===== config.mk =====
export PLATFORM = sky130hd
export DESIGN_NAME = imem_axi_rd_resp_flat
export DESIGN_NICKNAME = d
export VERILOG_FILES = /design/src/rtl/instr_defs.sv /design/src/rtl/imem_axi_rd_resp_pkg.sv /design/src/rtl/imem_axi_rd_resp_if.sv /design/src/rtl/imem_axi_rd_resp_skid.sv /design/src/rtl/imem_axi_rd_resp.sv /design/src/flat_wrapper.sv
export SDC_FILE = /design/constraint.sdc
export NUM_CORES = 1
export LEC_CHECK = 0
export BUFFER_PORTS_ARGS = -buffer_cell sky130_fd_sc_hd__buf_4
export CORE_MARGIN = 2
export CORE_UTILIZATION = 44
export CTS_BUF_LIST = sky130_fd_sc_hd__clkbuf_4 sky130_fd_sc_hd__clkbuf_8
export CTS_CLUSTER_SIZE = 20
export DETAILED_ROUTE_END_ITERATION = 10
export PLACE_DENSITY_LB_ADDON = 0.25
export SLEW_MARGIN = 25
export SYNTH_ARGS = -nofsm -noshare
export SYNTH_HDL_FRONTEND = slang
export SYNTH_SLANG_ARGS = --single-unit

===== constraint.sdc =====
create_clock -name clk -period 8 [get_ports clk]
set_clock_uncertainty 0.05 [all_clocks]
set_input_delay 0.8 -clock clk [delete_from_list [all_inputs] [get_ports clk]]
set_output_delay 0.8 -clock clk [all_outputs]
set_load 0.1 [all_outputs]

===== src/rtl/instr_defs.sv =====
// Shared AXI encodings and widths used across the instruction-memory blocks.
package instr_defs;

  localparam int AxiIdWidth = 4;

  localparam logic [1:0] BURST_FIXED = 2'b00;
  localparam logic [1:0] BURST_INCR  = 2'b01;
  localparam logic [1:0] BURST_WRAP  = 2'b10;

  localparam logic [1:0] RESP_OKAY   = 2'b00;
  localparam logic [1:0] RESP_EXOKAY = 2'b01;
  localparam logic [1:0] RESP_SLVERR = 2'b10;
  localparam logic [1:0] RESP_DECERR = 2'b11;

endpackage


===== src/rtl/imem_axi_rd_resp_pkg.sv =====
// Local types and helpers for the instruction-memory AXI read responder.
package imem_axi_rd_resp_pkg;
  import instr_defs::*;

  typedef enum logic {
    ST_IDLE  = 1'b0,
    ST_BURST = 1'b1
  } state_e;

  // One R-channel beat as it sits in the output skid buffer.
  typedef struct packed {
    logic [AxiIdWidth-1:0] id;
    logic [63:0]           data;
    logic [1:0]            resp;
    logic                  last;
  } r_beat_t;

  localparam int RBeatW = $bits(r_beat_t);

  // Address increment between beats; everything except INCR holds the start address.
  function automatic logic [31:0] beat_step(input logic [2:0] size, input logic [1:0] burst);
    return (burst == BURST_INCR) ? (32'd1 << size) : 32'd0;
  endfunction

  // Only FIXED and INCR are served normally; WRAP and the reserved code get SLVERR.
  function automatic logic burst_ok(input logic [1:0] burst);
    return (burst == BURST_FIXED) || (burst == BURST_INCR);
  endfunction

endpackage


===== src/rtl/imem_axi_rd_resp_if.sv =====
// AXI read address / read data channels between a master and the IMEM responder.
interface imem_axi_rd_resp_if;
  import instr_defs::*;

  logic [AxiIdWidth-1:0] axi_arid;
  logic [31:0]           axi_araddr;
  logic [7:0]            axi_arlen;
  logic [2:0]            axi_arsize;
  logic [1:0]            axi_arburst;
  logic                  axi_arlock;
  logic [3:0]            axi_arcache;
  logic [2:0]            axi_arprot;
  logic [3:0]            axi_arqos;
  logic [3:0]            axi_arregion;
  logic                  axi_arvalid;
  logic                  axi_arready;

  logic [AxiIdWidth-1:0] axi_rid;
  logic [63:0]           axi_rdata;
  logic [1:0]            axi_rresp;
  logic                  axi_rlast;
  logic                  axi_rvalid;
  logic                  axi_rready;

  modport master (
    output axi_arid, axi_araddr, axi_arlen, axi_arsize, axi_arburst, axi_arlock,
           axi_arcache, axi_arprot, axi_arqos, axi_arregion, axi_arvalid,
    input  axi_arready,
    input  axi_rid, axi_rdata, axi_rresp, axi_rlast, axi_rvalid,
    output axi_rready
  );

  modport slave (
    input  axi_arid, axi_araddr, axi_arlen, axi_arsize, axi_arburst, axi_arlock,
           axi_arcache, axi_arprot, axi_arqos, axi_arregion, axi_arvalid,
    output axi_arready,
    output axi_rid, axi_rdata, axi_rresp, axi_rlast, axi_rvalid,
    input  axi_rready
  );

endinterface


===== src/rtl/imem_axi_rd_resp_skid.sv =====
// Two-entry output buffer for R beats. The head entry drives the outputs straight
// from flops, so the beat stays stable while the consumer stalls. The producer
// is credit-managed through count_o, so a push never arrives when both slots are full.
module axi_r_skid #(
  parameter int Width = 8
) (
  input  logic             clk,
  input  logic             rst_n,
  input  logic             in_valid_i,
  input  logic [Width-1:0] in_data_i,
  output logic             out_valid_o,
  input  logic             out_ready_i,
  output logic [Width-1:0] out_data_o,
  output logic [1:0]       count_o
);

  logic [Width-1:0] slot_q [2];
  logic             wr_q;
  logic             rd_q;
  logic [1:0]       cnt_q;
  logic             push;
  logic             pop;

  assign push        = in_valid_i && (cnt_q != 2'd2);
  assign pop         = out_valid_o && out_ready_i;
  assign out_valid_o = (cnt_q != 2'd0);
  assign out_data_o  = slot_q[rd_q];
  assign count_o     = cnt_q;

  // Circular two-slot storage with occupancy count.
  always_ff @(posedge clk or negedge rst_n) begin
    if (!rst_n) begin
      slot_q[0] <= '0;
      slot_q[1] <= '0;
      wr_q      <= 1'b0;
      rd_q      <= 1'b0;
      cnt_q     <= 2'd0;
    end else begin
      if (push) begin
        slot_q[wr_q] <= in_data_i;
        wr_q         <= ~wr_q;
      end
      if (pop) begin
        rd_q <= ~rd_q;
      end
      cnt_q <= cnt_q + {1'b0, push} - {1'b0, pop};
    end
  end

endmodule


===== src/rtl/imem_axi_rd_resp.sv =====
// AXI4 read-only responder in front of a 1-cycle-latency 64-bit SRAM.
//
//   state    | meaning
//   ST_IDLE  | arready high, waiting for an AR handshake
//   ST_BURST | issuing beats to the SRAM, waiting for the rlast handshake
//
// Beats flow: issue (mem_rden) -> one pipeline flop while the SRAM reads ->
// skid buffer -> R channel. A beat is issued only if the skid buffer is
// guaranteed a free slot when its data lands.
module imem_axi_rd_resp
  import instr_defs::*;
  import imem_axi_rd_resp_pkg::*;
#(
  parameter int          MemWords = 4096,
  parameter logic [31:0] BaseAddr = 32'h0000_0000
) (
  input  logic                        clk,
  input  logic                        rst_n,
  imem_axi_rd_resp_if.slave           axi,
  output logic                        mem_rden,
  output logic [$clog2(MemWords)-1:0] mem_addr,
  input  logic [63:0]                 mem_rdata
);

  localparam int          AddrW    = $clog2(MemWords);
  localparam logic [32:0] WinBytes = 33'(MemWords) << 3;

  state_e                state_q;
  logic                  arready_q;
  logic [AxiIdWidth-1:0] id_q;
  logic [31:0]           addr_q;
  logic [7:0]            len_q;
  logic [2:0]            size_q;
  logic [1:0]            burst_q;
  logic [8:0]            beat_q;

  logic                  p_valid_q;
  logic [AxiIdWidth-1:0] p_id_q;
  logic [1:0]            p_resp_q;
  logic                  p_last_q;
  logic                  p_hit_q;

  logic [31:0] off;
  logic        hit;
  logic [31:0] addr_d;
  logic [1:0]  beat_resp;
  logic        beat_last;
  logic        issue;
  logic [1:0]  skid_cnt;
  logic        skid_valid;
  logic        pop;
  logic        rlast_hs;
  logic [2:0]  occ_next;
  r_beat_t     skid_in;
  r_beat_t     skid_out;

  // Cache/prot/qos/lock/region are accepted and deliberately ignored.
  logic unused_ar_sideband;
  assign unused_ar_sideband = ^{axi.axi_arlock, axi.axi_arcache, axi.axi_arprot,
                                axi.axi_arqos, axi.axi_arregion};

  assign off       = addr_q - BaseAddr;
  assign hit       = {1'b0, off} < WinBytes;
  assign addr_d    = addr_q + beat_step(size_q, burst_q);
  assign beat_last = (beat_q == {1'b0, len_q});
  assign beat_resp = !hit ? RESP_DECERR : (burst_ok(burst_q) ? RESP_OKAY : RESP_SLVERR);

  // Skid occupancy once this edge's push/pop settle; a beat issued now lands one edge later.
  assign pop      = skid_valid && axi.axi_rready;
  assign occ_next = {1'b0, skid_cnt} + {2'b00, p_valid_q} - {2'b00, pop};
  assign issue    = (state_q == ST_BURST) && (beat_q <= {1'b0, len_q}) && (occ_next < 3'd2);
  assign rlast_hs = pop && skid_out.last;

  assign mem_rden = issue && hit;
  assign mem_addr = off[AddrW+2:3];

  // Control FSM: latch the AR request, walk beat addresses, finish on the rlast handshake.
  always_ff @(posedge clk or negedge rst_n) begin
    if (!rst_n) begin
      state_q   <= ST_IDLE;
      arready_q <= 1'b0;
      id_q      <= '0;
      addr_q    <= '0;
      len_q     <= '0;
      size_q    <= '0;
      burst_q   <= '0;
      beat_q    <= '0;
    end else begin
      case (state_q)
        ST_IDLE: begin
          if (arready_q && axi.axi_arvalid) begin
            id_q      <= axi.axi_arid;
            addr_q    <= axi.axi_araddr;
            len_q     <= axi.axi_arlen;
            size_q    <= axi.axi_arsize;
            burst_q   <= axi.axi_arburst;
            beat_q    <= '0;
            state_q   <= ST_BURST;
            arready_q <= 1'b0;
          end else begin
            arready_q <= 1'b1;
          end
        end
        ST_BURST: begin
          if (issue) begin
            beat_q <= beat_q + 9'd1;
            addr_q <= addr_d;
          end
          if (rlast_hs) begin
            state_q   <= ST_IDLE;
            arready_q <= 1'b1;
          end
        end
      endcase
    end
  end

  // Beat side-band held alongside the SRAM read so it meets its data next cycle.
  always_ff @(posedge clk or negedge rst_n) begin
    if (!rst_n) begin
      p_valid_q <= 1'b0;
      p_id_q    <= '0;
      p_resp_q  <= '0;
      p_last_q  <= 1'b0;
      p_hit_q   <= 1'b0;
    end else begin
      p_valid_q <= issue;
      if (issue) begin
        p_id_q   <= id_q;
        p_resp_q <= beat_resp;
        p_last_q <= beat_last;
        p_hit_q  <= hit;
      end
    end
  end

  // Out-of-window beats return zero data instead of whatever the SRAM bus holds.
  always_comb begin
    skid_in      = '0;
    skid_in.id   = p_id_q;
    skid_in.data = p_hit_q ? mem_rdata : 64'd0;
    skid_in.resp = p_resp_q;
    skid_in.last = p_last_q;
  end

  axi_r_skid #(
    .Width(RBeatW)
  ) u_skid (
    .clk        (clk),
    .rst_n      (rst_n),
    .in_valid_i (p_valid_q),
    .in_data_i  (skid_in),
    .out_valid_o(skid_valid),
    .out_ready_i(axi.axi_rready),
    .out_data_o (skid_out),
    .count_o    (skid_cnt)
  );

  assign axi.axi_arready = arready_q;
  assign axi.axi_rvalid  = skid_valid;
  assign axi.axi_rid     = skid_out.id;
  assign axi.axi_rdata   = skid_out.data;
  assign axi.axi_rresp   = skid_out.resp;
  assign axi.axi_rlast   = skid_out.last;

endmodule


===== src/flat_wrapper.sv =====
// flat-port wrapper written by rule: the top's interface ports become plain ports
module imem_axi_rd_resp_flat import instr_defs::*; import imem_axi_rd_resp_pkg::*;
#(
  parameter int          MemWords = 4096,
  parameter logic [31:0] BaseAddr = 32'h0000_0000
)
  (clk, rst_n, mem_rden, mem_addr, mem_rdata, axi_axi_arid, axi_axi_araddr, axi_axi_arlen, axi_axi_arsize, axi_axi_arburst, axi_axi_arlock, axi_axi_arcache, axi_axi_arprot, axi_axi_arqos, axi_axi_arregion, axi_axi_arvalid, axi_axi_arready, axi_axi_rid, axi_axi_rdata, axi_axi_rresp, axi_axi_rlast, axi_axi_rvalid, axi_axi_rready);
  imem_axi_rd_resp_if axi_i ();
  input  logic clk;
  input  logic rst_n;
  output logic mem_rden;
  output logic [$clog2(MemWords)-1:0] mem_addr;
  input  logic [63:0] mem_rdata;
  input wire logic [$bits(axi_i.axi_arid)-1:0] axi_axi_arid;
  input wire logic [$bits(axi_i.axi_araddr)-1:0] axi_axi_araddr;
  input wire logic [$bits(axi_i.axi_arlen)-1:0] axi_axi_arlen;
  input wire logic [$bits(axi_i.axi_arsize)-1:0] axi_axi_arsize;
  input wire logic [$bits(axi_i.axi_arburst)-1:0] axi_axi_arburst;
  input wire logic [$bits(axi_i.axi_arlock)-1:0] axi_axi_arlock;
  input wire logic [$bits(axi_i.axi_arcache)-1:0] axi_axi_arcache;
  input wire logic [$bits(axi_i.axi_arprot)-1:0] axi_axi_arprot;
  input wire logic [$bits(axi_i.axi_arqos)-1:0] axi_axi_arqos;
  input wire logic [$bits(axi_i.axi_arregion)-1:0] axi_axi_arregion;
  input wire logic [$bits(axi_i.axi_arvalid)-1:0] axi_axi_arvalid;
  output wire logic [$bits(axi_i.axi_arready)-1:0] axi_axi_arready;
  output wire logic [$bits(axi_i.axi_rid)-1:0] axi_axi_rid;
  output wire logic [$bits(axi_i.axi_rdata)-1:0] axi_axi_rdata;
  output wire logic [$bits(axi_i.axi_rresp)-1:0] axi_axi_rresp;
  output wire logic [$bits(axi_i.axi_rlast)-1:0] axi_axi_rlast;
  output wire logic [$bits(axi_i.axi_rvalid)-1:0] axi_axi_rvalid;
  input wire logic [$bits(axi_i.axi_rready)-1:0] axi_axi_rready;
  assign axi_i.axi_arid = axi_axi_arid;
  assign axi_i.axi_araddr = axi_axi_araddr;
  assign axi_i.axi_arlen = axi_axi_arlen;
  assign axi_i.axi_arsize = axi_axi_arsize;
  assign axi_i.axi_arburst = axi_axi_arburst;
  assign axi_i.axi_arlock = axi_axi_arlock;
  assign axi_i.axi_arcache = axi_axi_arcache;
  assign axi_i.axi_arprot = axi_axi_arprot;
  assign axi_i.axi_arqos = axi_axi_arqos;
  assign axi_i.axi_arregion = axi_axi_arregion;
  assign axi_i.axi_arvalid = axi_axi_arvalid;
  assign axi_axi_arready = axi_i.axi_arready;
  assign axi_axi_rid = axi_i.axi_rid;
  assign axi_axi_rdata = axi_i.axi_rdata;
  assign axi_axi_rresp = axi_i.axi_rresp;
  assign axi_axi_rlast = axi_i.axi_rlast;
  assign axi_axi_rvalid = axi_i.axi_rvalid;
  assign axi_i.axi_rready = axi_axi_rready;
  imem_axi_rd_resp #(.MemWords(MemWords), .BaseAddr(BaseAddr)) u_core (.clk(clk), .rst_n(rst_n), .axi(axi_i), .mem_rden(mem_rden), .mem_addr(mem_addr), .mem_rdata(mem_rdata));
endmodule

==> summary.md <==
| Metric | Value |
|---|---|
| Outcome | `complete, no violations` |
| Warnings, synthesis | `0` |
| Syn Nets | `between 1000 and 1500` |
| DR iter-0 viols | `roughly 500` |
| R2r setup slk | `3.84 ns` |
| Post-DP HPWL | `16600 um` |
| Grt ovf | `0` |
| Syn_area_per_cell | `approximately 9.5 um2` |
| Reg2reg end | `u_core.beat_q[7]` |
| Cell Rows | `56` |
| IO buf count | `between 200 and 250` |
| Power Total | `about 2.5 mW` |
| Remaining DRCs | `0` |
| Routability cong. | `0.849` |
| Worst r2r src | `u_core.u_skid.count_o[1]` |
| Seq/Total Area, Yosys | `between 50% and 60%` |
| Vias | `between 8000 and 9000` |
| IO Count | `approximately 220` |
| Clock Latency Late Sink | `around 0.53 ns` |
| Hold Buf Count CTS | `0` |
| HP Class | `in2async` |
| Rel. slew slack | `approximately two fifths` |
| Die Height | `~160 um` |
| Routed Wire Length | `roughly 26000 um` |
| Area Overhead vs Synth | `24.2%` |
| H-Tree Level Count | `2` |
| Cell count after synthesis | `~1100` |
| Setup slack after layout | `roughly 3.2 ns` |
| CP Capture Type | `output port` |
| Final setup TNS | `0 ns` |
| Antenna cell count | `0` |
| Hold Fails Final Rpt | `0` |
| Most common cell after layout, fill and taps aside | `nand2_1` |
| Final setup viols | `0` |
| Number of global-route vias before repair | `8189` |
| CTS tree | `built` |
| Final core utilization | `55.5%` |
| Full die area | `0.0250 mm2` |
| Clock-pin slew on the worst setup and hold paths | `about 0.06 ns` |
| Crit share post-route | `slightly below 60%` |
| Met2 WL post-DR | `~12000 um` |
| All-layer global routing usage | `~20%` |
| Die W | `158 um` |
| Seq cells post-synth | `between 200 and 250` |
| Global-route wire length before repair | `about 41000 um` |
| Cell area power density | `192 mW/mm2` |
| Share of layout cells above drive strength 1 | `slightly below 30%` |
| FFs w/ async S/R, synth | `100%` |
| Gates resized, CTS repair | `0` |
| Pin count of the biggest net entering global routing | `roughly 100` |
| CTS Buf Count | `39` |
| Max Used Layer | `met4` |
| Area after DPL | `0.0121 mm2` |
| Wl on met1 | `11700 um` |
| Met3 Wirelength | `between 1500 and 2000 um` |
| Clk root buf | `clkbuf_8` |
| Final nets | `between 1000 and 1500` |
| Actual slew at the worst max-slew pin | `slightly below 0.9 ns` |
| Max Freq | `roughly 210 MHz` |
| Placeable Area | `0.0234 mm2` |
| R2r worst-path depth | `12` |
| Final slew viol count | `0` |
| Mapped Area | `0.0105 mm2` |
| EDFF count, synth | `0` |
| Unique cell type count in the Yosys netlist | `61` |
| Clock period minus worst slack | `4.77 ns` |
| CP Max Fanout | `4` |
| Place WS | `3.59 ns` |
| Setup CP Type | `reg2out` |
| Worst Path Required | `7.15 ns` |
| Initial Util | `between 40% and 50%` |
| Peak supply drop | `roughly 0.12 mV` |
| Clock Sinks | `around 220` |
| Setup Buffers After CTS | `0` |
| Worst EP arrival | `between 3 and 4 ns` |
| Vias/cell | `between 5 and 6` |
| Number of detailed-route iterations in the first pass | `4` |
| RSZ-0062 raised after global routing | `false` |
| Initial antenna violation count | `0` |
| Pleak | `between 6 and 7 nW` |
| Most frequent cells in the layout | `271 x nand2_1, 213 x dfrtp_1, 210 x buf_4` |
| Post-route ant nets | `0` |
| Ys flop type | `dfrtp_1` |
| Max-cap viol count | `0` |
| Fin area | `0.0130 mm2` |
| Longest Clk Path Bufs | `3` |
| DR WL/cell | `15.9 um` |
| Worst Setup Start Kind | `flip-flop` |
==> state kept, by name, indices dropped and copies added (netlist names), 3 cells and up <==
signal	count
u_core.addr_q	32
u_core.beat_q	9
u_core.id_q	4
u_core.len_q	8
u_core.p_id_q	4
u_core.size_q	3
u_core.u_skid.slot_q	142
==> final cells by class <==
class | count | area [um2]
clock inverter | 13 | 123
tap | 319 | 399
multi-input combinational | 781 | 4640
fill | 2230 | 10400
timing repair buffer | 213 | 1630
sequential | 215 | 5390
clock buffer | 56 | 727
inverter | 21 | 78.8
==> per-layer routing <==
layer	vias to the layer above	GRT usage (%)
met4	0	6.01
met5	-	0
li1	4160	-
met2	260	33.1
met3	45	4.76
met1	3965	27.5
==> worst max-delay path, cell delays in order (launching register included) <==
cell and delay [ns]:
dfrtp_1 0.42, or2_2 0.33, nand2_1 0.11, inv_1 0.08, ha_1 0.29, nor2b_1 0.15, fa_1 0.42, or4_1 0.51
o21bai_1 0.24, or3_1 0.43, inv_1 0.12, buf_4 0.30
==> cells by family after synthesis <==
group	after synthesis	synth area share [%]
simple gates	393	16.1
compound gates	263	14.6
flops	215	51.4
buf+inv	101	4.37
mux	93	9.93
fa+ha+maj	22	2.78
xor+xnor	10	0.837
==> power breakdown <==
group | leakage [nW] | switching, mW | total [mW] | internal [mW]
Clock | 0.444 | 0.462 | 1.11 | 0.651
Sequential | 2.27 | 0.0367 | 1.13 | 1.10
Combinational | 3.54 | 0.121 | 0.246 | 0.125
==> worst max-delay path by stage <==
stage                             start        to  slack [ns]  cells past startpoint
2_1_floorplan  u_core.u_skid.count_o[1]  mem_rden        3.48                     10
3_3_place_gp             axi_axi_rready  mem_rden        3.64                     11
3_5_place_dp             axi_axi_rready  mem_rden        3.59                     11
4_1_cts        u_core.u_skid.count_o[1]  mem_rden        3.15                     11
5_1_grt        u_core.u_skid.count_o[1]  mem_rden        3.03                     11
6_report       u_core.u_skid.count_o[1]  mem_rden        3.23                     11
==> through the flow <==
stage | std cells | hold slack, ns
finish | 1618 | 0.219
global route | 1618 | 0.296
CTS | 1616 | 0.255
detailed placement | 1547 | 0.414
global placement | 1547 | 0.400
floorplan | 1097 | 0.388
==> synth_stat cells, types with 3 or more instances <==
cell	number	area, um2
and3_1	13	81.3
mux2_2	86	968
o22ai_1	12	75.1
buf_4	15	113
o41ai_1	6	52.6
o21ai_0	151	756
nor3_1	17	85.1
and4_1	6	52.6
nand2_1	272	1020
buf_1	3	11.3
ha_1	20	250
a21o_1	10	75.1
or2_2	3	18.8
buf_2	11	55.1
nor4_1	6	37.5
a211oi_1	5	37.5
mux2i_1	7	70.1
nor2_1	35	131
dfrtp_1	215	5380
clkbuf_1	50	188
o32ai_1	5	43.8
o31ai_1	4	30.0
or4_1	3	22.5
nand4_1	10	62.6
a21oi_1	38	190
o21a_1	5	37.5
inv_1	19	71.3
nand3_1	14	70.1
nand2b_1	3	18.8
xnor2_1	8	70.1
a31oi_1	3	18.8
No activity file was read; power rests on OpenSTA's default activity.
